$ cat src/rtl/demux_1_8_deserializer.sv
// demux_1_8_deserializer
// Rebuilds 8-bit words from a serial bit stream. The transmit side walks a
// 3-bit select from 0 to 7, one bit per cycle. Each accepted bit is steered
// into one accumulator slot chosen by the slot index. A completed word is
// held in a registered output with a valid/ready handshake.
//
// Parameters:
//   LSB_FIRST    1: the bit taken at index k lands in slot k.
//                0: the bit taken at index k lands in slot 7-k.
// Ports:
//   clock        system clock; all state updates on the rising edge
//   reset        asynchronous active-low reset
//   sync         frame start; a bit presented in this cycle is index 0
//   in_valid     in_bit is valid this cycle
//   in_bit       serial data bit
//   in_ready     the block can accept in_bit this cycle (combinational)
//   out_valid    out_data holds an unconsumed word
//   out_ready    the consumer takes out_data this cycle
//   out_data     assembled word
//   index        current slot index (debug)
//   partial_drop one-cycle pulse: sync discarded a partially built word
module demux_1_8_deserializer #(
  parameter int LSB_FIRST = 1
) (
  input  logic       clock,
  input  logic       reset,
  input  logic       sync,
  input  logic       in_valid,
  input  logic       in_bit,
  output logic       in_ready,
  output logic       out_valid,
  input  logic       out_ready,
  output logic [7:0] out_data,
  output logic [2:0] index,
  output logic       partial_drop
);

  logic [7:0] acc;
  logic [2:0] eidx;
  logic [2:0] slot;
  logic       accept;
  logic       complete;
  logic [7:0] merged;

  always_comb begin
    eidx     = sync ? 3'd0 : index;
    // Only the eighth bit needs the holding register, so only it stalls.
    in_ready = !((eidx == 3'd7) && out_valid && !out_ready);
    accept   = in_valid && in_ready;
    complete = accept && (eidx == 3'd7);
    slot     = (LSB_FIRST != 0) ? eidx : (3'd7 - eidx);
    // A sync restarts the word, so the new bit merges into a cleared base.
    merged       = sync ? '0 : acc;
    merged[slot] = in_bit;
  end

  always_ff @(posedge clock or negedge reset) begin
    if (!reset) begin
      index        <= '0;
      acc          <= '0;
      out_data     <= '0;
      out_valid    <= 1'b0;
      partial_drop <= 1'b0;
    end else begin
      partial_drop <= sync && (index != 3'd0);

      if (accept) begin
        index <= eidx + 3'd1;
        if (complete) begin
          out_data <= merged;
          acc      <= '0;
        end else begin
          acc <= merged;
        end
      end else if (sync) begin
        index <= '0;
        acc   <= '0;
      end

      // Completion wins over a simultaneous transfer: back-to-back words
      // keep out_valid high with no bubble.
      if (complete) begin
        out_valid <= 1'b1;
      end else if (out_valid && out_ready) begin
        out_valid <= 1'b0;
      end
    end
  end

endmodule

$ cat config.mk
export PLATFORM = sky130hd
export DESIGN_NAME = demux_1_8_deserializer
export DESIGN_NICKNAME = d
export VERILOG_FILES = /design/src/rtl/demux_1_8_deserializer.sv
export SDC_FILE = /design/constraint.sdc
export NUM_CORES = 1
export LEC_CHECK = 0
export BUFFER_PORTS_ARGS = -buffer_cell sky130_fd_sc_hd__buf_4
export CORE_MARGIN = 4
export CORE_UTILIZATION = 55
export CTS_BUF_LIST = sky130_fd_sc_hd__clkbuf_16
export DETAILED_ROUTE_END_ITERATION = 16
export PLACE_DENSITY = 0.8
export SLEW_MARGIN = 20
export SYNTH_ARGS = -nofsm -noshare
export SYNTH_HDL_FRONTEND = slang
export SYNTH_SLANG_ARGS = --single-unit
$ cat constraint.sdc
create_clock -name clock -period 3.68 [get_ports clock]
set_input_delay 0.92 -clock clock [delete_from_list [all_inputs] [get_ports clock]]
set_output_delay 0.92 -clock clock [all_outputs]
set_load 0.01 [all_outputs]
Word level (Yosys, flattened, before mapping)
Cells that the tools add are included.
{"block": "word_totals", "elab_cells": 31, "ff_bits": 21, "ramBits": 0, "memories": 0, "input_bits": 6, "latchBits": 0, "romBits": 0}
{"block": "op_classes", "order_cmp": 2, "mux": 10, "bitwise_logic": 0, "eq_ne": 1, "n_reduce_logical": 12, "mul": 0, "n_div": 0, "addsub": 1, "shifts": 0}
{"op": "$mux 8", "count": 3}
{"op": "$bwmux 8", "count": 1}
{"op": "$logic_and 1x1->1", "count": 7}
{"op": "$mux 3", "count": 2}
{"op": "$lt 3x4->1 const B", "count": 1}
{"op": "$add 3x1->3 const B", "count": 1}
{"op": "$demux 1 s3", "count": 1}
{"op": "$eq 3x3->1 const B", "count": 1}
{"op": "$ge 3x1->1 const B", "count": 1}
{"op": "$mux 1", "count": 3}
{"op": "$reduce_bool 3->1", "count": 1}
{"op": "$logic_not 1->1", "count": 2}
{"op": "$reduce_and 2->1", "count": 1}
{"op": "$reduce_bool 2->1", "count": 1}

Longest topological paths before layout
Gate-level depths: netlist of the first run.
{"block": "depth", "word_depth": 9, "ltp_mapped": 8, "mapped_depth_nobuf": 6}

Worst setup path after synthesis of the first run
Ideal clock, no wire load.
{"block": "synth_path", "path_type": "input to output", "from": "input sync", "to": "output in_ready", "path_stages": 6, "n_path_buf": 2, "arrival_ns": 1.856, "slack_ns": 0.904, "path_cell_list": "buf_6 and2b_1 ha_1 ha_1 buf_4 nand3b_4"}
{"block": "synth_between", "elab_chain_cells": 5}
{"item": "from (decl)", "line": "27", "rtl": "input logic sync,"}
{"item": "$mux 3"}
{"item": "$eq 3x3->1", "line": "48", "rtl": "in_ready = !((eidx == 3'd7) && out_valid && !out_ready);"}
{"item": "$logic_and 1x1->1 (2 in a row)", "line": "48"}
{"item": "$logic_not 1->1", "line": "48"}
{"item": "to (decl)", "line": "30", "rtl": "output logic in_ready,"}
Every way passes these cells.

Final worst setup path of the first run
Same ends and word-level chain as after synthesis.

==> results.tsv, run 1 <==
metric	value	unit
mappedNetlistNets	93	
io_buffer_count	19	
timing.critical_path.to_type	output pin	
first_iter_violations	11	
rsz_0062_raised_after_global_routing	no	
status	finished, final reports clean	
wl_met3	97	um
worstSkewPairLatency	250	ps
die-area	2790	sq um
finalCritPeriodShare	82.5	%
number_of_detailed_route_iterations_in_the_first_pass	4	
fmaxAchievable	0.329	GHz
synth_seq_cells	21	
postLayoutSetupSlackWorst	644	ps
crit_path_start	sync	
synth_edf_count	0	
synthesis.instances	85	
grt_pass1_vias	716	
post_cts_resize_count	0	
place_area	1210	sq um
met2_wirelength	852	um
core_area	1820	sq um
clock-sinks	21	
topRoutingLayerUsed	met4	
critPathKind	in -> out	
critPathTopFamily	adder cells	
die-width	52.8	um
slew_viol_final	0	
post_synth.cell_area_avg	13.0	sq um
met1Wirelength	959	um
initial_core_utilization	60.6	%
setup_viol	0	
cp_slowest_stage_delay	330	ps
final_area	1290	sq um
detail_route.drc_violations	0	
average_via_count_per_standard_cell	5.80	
ios	20	
route.vias.total	731	
grt_use_total	17.5	%
cp_num_buf_inv	2	
min_path_type	reg -> reg	
ys_async_sr_fraction	100	%
ir_worst_vdd	0.000271	V
netlist-cell-type-count	31	
layout.cells.non_filler	126	
ordered_cell_list_for_the_critical_path	buf_4 -> and2b_1 -> ha_1 -> ha_1 -> nand3b_4 -> buf_4	
overflow_left_after_global_routing	0	
place_hpwl	1.32	mm
timing_worst_slew_pin_value	369	ps
cpMaxStageDelayCell	ha_1	
rows	15	
cp_max_fo	10	
final.setup.tns	0	ps
num-nets-final	110	
critical_path_required	2760	ps
post-place-ws	637	ps
timing.rr.start	index[1]$_DFF_PN0_	
ctsHoldBuffers	0	
flow.area_growth_from_synthesis	17.2	%
cts_post_setup_buffers_inserted	0	
maxSlewHeadroom	75.3	%
post-layout-total-power	539	uW
drive_above_1_share	32.7	%
antenna_violations_before_repair	0	
wl_per_cell	15.4	um
cts_tree	built	
fin_worst_skew	3.05	ps
cts_htree_levels	1	
wire_length_of_the_first_global_routing_pass	3.50	mm
cts-root-to-sink-buffers	2	
cellLeakagePower	0.642	nW
tritoncts.num_buffers	3	
p_per_area	417	nW/um^2
postRouteAntennaNets	0	
hold_ws	486	ps
antenna_cells	0	
yosys_warnings	0	
cts.root.buffer_cell	clkbuf_16	
die_h	52.8	um
worst_ep_arrival_time	2120	ps
cap_violations	0	
critPathLaunchType	input port	
netlist_area	1100	sq um
fin_util	71.1	%
post-place-cells	122	
grt_max_degree	22	
holdCritStartpoint	acc[2]$_DFF_PN0_	
routed_wirelength	1.94	mm
synth_top_flop_cell	dfrtp_1	
final_hold_viol_count	0	
clkTransAtPathRegs	50	ps
min_period	3040	ps
gp_congestion	0.827	
synth-seq-area-share	47.6	%
==> synth_stat cells (2+ instances only) <==
library cell	n	share of area, %
nor3b_2	3	3.4
o2bb2ai_1	14	11
buf_2	2	0.91
ha_1	2	2.3
a31oi_1	2	1.1
nand3_1	2	0.91
nand2_1	2	0.68
nor2b_1	2	1.1
and2b_1	2	1.4
mux2i_1	7	6.3
dfrtp_1	21	48
buf_6	4	4.1
mux2_4	2	2.7
nand3b_1	3	2.0
==> registers in the layout, summed over array words and instances, names as in the netlist <==
name and flops:
index 3, out_valid 1, acc 8, partial_drop 1
out_data 8
==> area by class of cell <==
type | count | area [sq um]
Sequential cell | 21 | 526
Clock inverter | 1 | 3.75
Inverter | 1 | 3.75
Clock buffer | 3 | 75.1
Tap cell | 25 | 31.3
Timing Repair Buffer | 19 | 143
Fill cell | 135 | 527
Multi-Input combinational cell | 56 | 512
==> worst paths after layout <==
path / endpoint / slack [ps] / cells past startpoint
worst min register to register: acc[2]$_DFF_PN0_ / 490 / 1
worst max register to register: out_data[2]$_DFFE_PN0P_ / 1710 / 5
max in group asynchronous: out_data[5]$_DFFE_PN0P_ / 2930 / 1
min in group asynchronous: acc[0]$_DFF_PN0_ / 540 / 1
worst max-delay path: in_ready / 640 / 6
worst min-delay path: acc[2]$_DFF_PN0_ / 490 / 1
==> worst register-to-register path, stage by stage, from the launching register on <==
cell and delay [ps]:
dfrtp_1 540, nor2b_1 230, ha_1 170, ha_1 330, nand3_1 360, o2bb2ai_1 230
==> cells by family (layout without fill, tap and decap cells) <==
| logic type | after synthesis | in the layout | synth area share (%) |
|---|---|---|---|
| AND/OR/NAND/NOR | 23 | 23 | 17.9 |
| XOR/XNOR | 1 | 1 | 0.794 |
| buffers and inverters | 8 | 24 | 6.01 |
| multiplexers | 9 | 9 | 9.07 |
| AO/OA/AOI/OAI | 21 | 21 | 16.3 |
| adder cells (fa/ha/maj) | 2 | 2 | 2.27 |
| flip-flops | 21 | 21 | 47.6 |
==> cell usage in the layout, fill, tap and decap left out <==
cell,synthesis,routed
nand2_1,2,2
o2bb2ai_1,14,14
nand3b_1,3,3
nand2b_1,1,1
clkbuf_16,0,3
or2_1,1,1
nor3b_2,3,3
dfrtp_1,21,21
mux2_4,2,2
o2111ai_1,1,1
nand4b_2,1,1
a21oi_4,1,1
nand2b_4,1,1
a21o_1,1,1
nand3b_4,1,1
xnor2_1,1,1
buf_4,1,19
nand3_1,2,2
nor3_2,1,1
o21ai_0,1,1
ha_1,2,2
and3_1,1,1
nand2_4,1,1
a31oi_1,2,2
and2b_1,2,2
nor2_1,1,1
inv_1,1,2
nor2b_1,2,2
o211ai_1,1,1
mux2i_1,7,7
==> per-layer routing <==
metal	GRT usage, %	vias to the layer above
met2	24.0	19
met3	3.13	5
li1	-	350
met5	0	-
met1	26.5	357
met4	7.66	0
==> power breakdown <==
group	internal (mW)	total (mW)	leakage (nW)	switching, mW
Clock	0.144	0.220	0.0423	0.0754
Combinational	0.0337	0.0646	0.313	0.0309
Sequential	0.240	0.255	0.287	0.0147
Power figures use the tool's default switching activity.
==> run 2: changes to the inputs <==
Settings changed: CORE_UTILIZATION 55 to 53, PLACE_DENSITY 0.8 to 0.77.
Clock period 3.68 ns to 2.8 ns, I/O delays scaled along.
==> run 2 against run 1 <==
Net effect:
- via count down 2.5%
- utilization down 5.0 points
- clock-buffer cell count unchanged
- critical path depth unchanged
==> results.tsv, run 2 (synthesis results as in run 1) <==
metric	value	unit
critPathLaunchType	input port	
min_period	2620	ps
place_hpwl	1.44	mm
leading_cell_type_in_the_layout_fill_and_taps_excluded	dfrtp_1	
cellLeakagePower	0.642	nW
fmaxAchievable	0.382	GHz
ordered_cell_list_for_the_critical_path	buf_4 -> and2b_1 -> ha_1 -> ha_1 -> nand3b_4 -> buf_4	
post_cts_resize_count	0	
p_per_area	547	nW/um^2
cp_num_buf_inv	2	
final.setup.tns	0	ps
number_of_detailed_route_iterations_in_the_first_pass	3	
post-place-ws	181	ps
rsz_0062_raised_after_global_routing	no	
slew_viol_final	0	
min_path_type	in -> async	
post-layout-total-power	709	uW
critical_path_required	2100	ps
status	finished, final reports clean	
die-width	53.6	um
fin_util	66.1	%
worstSkewPairLatency	250	ps
grt_use_total	15.7	%
final_hold_viol_count	0	
core_area	1960	sq um
maxSlewHeadroom	75.8	%
flow.area_growth_from_synthesis	17.5	%
critPathTopFamily	adder cells	
postLayoutSetupSlackWorst	180	ps
clkTransAtPathRegs	60	ps
cts-root-to-sink-buffers	2	
drive_above_1_share	32.7	%
detail_route.drc_violations	0	
timing.critical_path.to_type	output pin	
largest_registers	acc x8, out_data x8, index x3	
ctsHoldBuffers	0	
die_h	53.6	um
routed_wirelength	1.99	mm
io_buffer_count	19	
fin_worst_skew	2.88	ps
tritoncts.num_buffers	3	
critPathKind	in -> out	
rr_worst_depth	6	
ios	20	
layout.cells.most_common_list	21 x dfrtp_1, 19 x buf_4, 14 x o2bb2ai_1	
timing.rr.start	index[1]$_DFF_PN0_	
route.vias.total	713	
ff2ff_setup_slack	830	ps
timing_worst_slew_pin_value	363	ps
finalCritPeriodShare	93.6	%
ir_worst_vdd	0.000407	V
num-nets-final	110	
average_via_count_per_standard_cell	5.57	
cp_max_fo	10	
cpMaxStageDelayCell	ha_1	
die-area	2880	sq um
wire_length_of_the_first_global_routing_pass	3.33	mm
worst_ep_arrival_time	1920	ps
grt_pass1_vias	695	
antenna_violations_before_repair	0	
antenna_cells	0	
setup_viol	0	
cap_violations	0	
wl_per_cell	15.6	um
worst_flop_to_flop_path_endpoint	index[1]$_DFF_PN0_	
grt_max_degree	22	
gp_congestion	0.725	
first_iter_violations	4	
cts_htree_levels	1	
overflow_left_after_global_routing	0	
cts_post_setup_buffers_inserted	0	
postRouteAntennaNets	0	
cts_tree	built	
rows	16	
clock-sinks	21	
cts.root.buffer_cell	clkbuf_16	
cp_slowest_stage_delay	340	ps
initial_core_utilization	56.2	%
==> run 2: cell counts in the layout (fill, tap and decap cells not counted) <==
Identical to the previous run, type by type.
==> run 2: metrics by stage <==
| stage | cell area (sq um) | instances | hold slack [ps] |
|---|---|---|---|
| finish | 1300 | 128 | 320 |
| global route | 1300 | 128 | 333 |
| CTS | 1300 | 128 | 333 |
| detailed placement | 1220 | 124 | 475 |
| global placement | 1220 | 124 | 470 |
| floorplan | 1100 | 85 | 404 |
==> run 2: worst register-to-register path: stages (launching register included) <==
cell	delay (ps)
dfrtp_1	550
nor2b_1	220
ha_1	170
ha_1	340
nand3b_4	160
nand2_4	120
mux2_4	290
==> run 2: layer usage <==
| layer | share of wire (%) | GRT usage, % | wire length, um | vias to the layer above |
|---|---|---|---|---|
| li1 | - | - | - | 345 |
| met1 | 49 | 22.2 | 971 | 356 |
| met2 | 48 | 26.3 | 954 | 12 |
| met3 | 3.3 | 2.77 | 65 | 0 |
| met4 | 0 | 1.28 | 0 | 0 |
| met5 | 0 | 0 | 0 | - |
==> run 2: report_power, final <==
group / switching [mW] / leakage (nW) / internal, mW / total (mW)
logic: 0.0408 / 0.313 / 0.0443 / 0.0851
registers: 0.0196 / 0.287 / 0.316 / 0.335
clock network: 0.0993 / 0.0423 / 0.190 / 0.289
total: 0.160 / 0.642 / 0.550 / 0.709
==> run 2: area by class of cell <==
cell class | instances | area [sq um]
Fill cell | 163 | 666
Sequential cell | 21 | 526
Multi-Input combinational cell | 56 | 512
Timing Repair Buffer | 19 | 143
Clock buffer | 3 | 75.1
Tap cell | 27 | 33.8
Clock inverter | 1 | 3.75
Inverter | 1 | 3.75
==> run 2: worst max-delay path by stage <==
| stage | slack, ps | cells past startpoint | from | to |
|---|---|---|---|---|
| detailed placement | 180 | 6 | sync | in_ready |
| CTS | 180 | 6 | sync | in_ready |
| finish | 180 | 6 | sync | in_ready |
| floorplan | 460 | 6 | sync | in_ready |
| global route | 100 | 5 | index[1]$_DFF_PN0_ | in_ready |
| global placement | 230 | 6 | sync | in_ready |
==> run 3: changes to the inputs <==
==> constraint.sdc (replaced) <==
create_clock -name clock -period 2.5 [get_ports clock]
set_input_delay 0.5 -clock clock [delete_from_list [all_inputs] [get_ports clock]]
set_output_delay 0.5 -clock clock [all_outputs]
set_load 0.01 [all_outputs]
==> run 3 against run 2 <==
Net effect:
- die area unchanged
- sequential power up 12%
- global-route usage up 0.85 points
- register-to-register slack worse by 210 ps
- clock-buffer cell count unchanged
- sequential share of layout area down 0.078 points
- utilization up 0.13 points
- hold slack worse by 200 ps
- via count up 0.98%
==> results.tsv, run 3 (synthesis results as in run 1) <==
metric	value	unit
status	finished, final reports clean	
detail_route.drc_violations	0	
layout.cells.most_common_list	21 x dfrtp_1, 19 x buf_4, 14 x o2bb2ai_1	
rows	16	
critical_path_required	2000	ps
grt_use_total	16.6	%
postRouteAntennaNets	0	
multi_input_comb_area	514	sq um
antenna_cells	0	
worstSkewPairLatency	250	ps
slew_viol_final	0	
clkTransAtPathRegs	50	ps
wl_per_cell	15.7	um
ir_worst_vdd	0.000400	V
cts_tree	built	
leading_cell_type_in_the_layout_fill_and_taps_excluded	dfrtp_1	
cts_htree_levels	1	
gp_congestion	0.726	
rsz_0062_raised_after_global_routing	no	
core_area	1960	sq um
antenna_violations_before_repair	0	
drive_above_1_share	33.7	%
critPathLaunchType	register	
fin_util	66.2	%
overflow_left_after_global_routing	0	
num-nets-final	110	
wire_length_of_the_first_global_routing_pass	3.44	mm
ios	20	
n_fill_cell	159	
die_h	53.6	um
tritoncts.num_buffers	3	
fin_worst_skew	2.10	ps
worst_ep_arrival_time	1770	ps
layout.area.seq	526	sq um
timing_worst_slew_pin_value	343	ps
largest_registers	acc x8, out_data x8, index x3	
min_period	2270	ps
flow.area_growth_from_synthesis	17.7	%
first_iter_violations	8	
route.vias.total	720	
critPathKind	reg -> out	
final.setup.tns	0	ps
grt_pass1_vias	772	
grt_max_degree	22	
timing.critical_path.to_type	output pin	
cp_max_fo	10	
place_hpwl	1.45	mm
final_hold_viol_count	0	
ff2ff_setup_slack	620	ps
average_via_count_per_standard_cell	5.63	
io_buffer_count	19	
initial_core_utilization	56.2	%
number_of_detailed_route_iterations_in_the_first_pass	4	
ctsHoldBuffers	0	
clock-sinks	21	
routed_wirelength	2.01	mm
setup_viol	0	
fmaxAchievable	0.441	GHz
min_path_type	in -> async	
cts_post_setup_buffers_inserted	0	
maxSlewHeadroom	77.1	%
cellLeakagePower	0.639	nW
die-width	53.6	um
cap_violations	0	
cts-root-to-sink-buffers	2	
finalCritPeriodShare	90.7	%
cts.root.buffer_cell	clkbuf_16	
die-area	2880	sq um
p_per_area	610	nW/um^2
-- run 3: stage by stage --
| stage | total power [mW] | instance area, sq um | setup WS [ps] | hold slack, ps | cells |
|---|---|---|---|---|---|
| 3_5_place_dp | 0.477 | 1220 | 276 | 397 | 124 |
| 4_1_cts | 0.800 | 1300 | 124 | 129 | 128 |
| 5_1_grt | 0.831 | 1300 | 81.2 | 130 | 128 |
| 6_report | 0.792 | 1300 | 232 | 120 | 128 |
| 3_3_place_gp | 0.475 | 1220 | 332 | 390 | 124 |
| 2_1_floorplan | 0.453 | 1100 | 564 | 204 | 85 |
-- run 3: worst paths after layout --
kind / endpoint / from / depth (start not counted)
setup / recovery: in_ready / index[1]$_DFF_PN0_ / 5
hold / removal: acc[0]$_DFF_PN0_ / reset / 1
setup reg to reg: index[2]$_DFF_PN0_ / index[1]$_DFF_PN0_ / 6
hold reg to reg: acc[2]$_DFF_PN0_ / acc[2]$_DFF_PN0_ / 1
max in group asynchronous: acc[4]$_DFF_PN0_ / reset / 1
min in group clock: acc[2]$_DFF_PN0_ / acc[2]$_DFF_PN0_ / 1
-- run 3: cell type report --
| cell class | count | share of cell area (%) |
|---|---|---|
| Sequential cell | 21 | 40.5 |
| Inverter | 1 | 0.289 |
| Tap cell | 27 | 2.60 |
| Multi-Input combinational cell | 56 | 39.6 |
| Clock buffer | 3 | 5.78 |
| Timing Repair Buffer | 19 | 11.0 |
| Clock inverter | 1 | 0.289 |
-- run 3: power by group --
group	total, mW	switching [mW]	internal (mW)
clock	0.322	0.110	0.213
sequential	0.375	0.0212	0.354
combinational	0.0953	0.0457	0.0496
total	0.792	0.177	0.616
-- run 3: critical path, stage by stage, from the launching register on --
cell and delay, ps:
dfrtp_1 530, nor2b_1 220, ha_1 180, ha_2 280, nand3b_4 140, buf_4 170
-- run 3: metal layers --
metal	up-vias	track usage [%]	part of all wire, %
met3	2	2.49	2.8
met1	356	21.9	47
li1	350	-	-
met5	-	0	0
met4	0	8.09	0.40
met2	12	26.5	49
-- run 3: repair_timing --
item,4_1_cts,5_1_grt
endpoints found under the setup margin,0,1
resized for setup,0,1
endpoints found under the hold margin,0,0
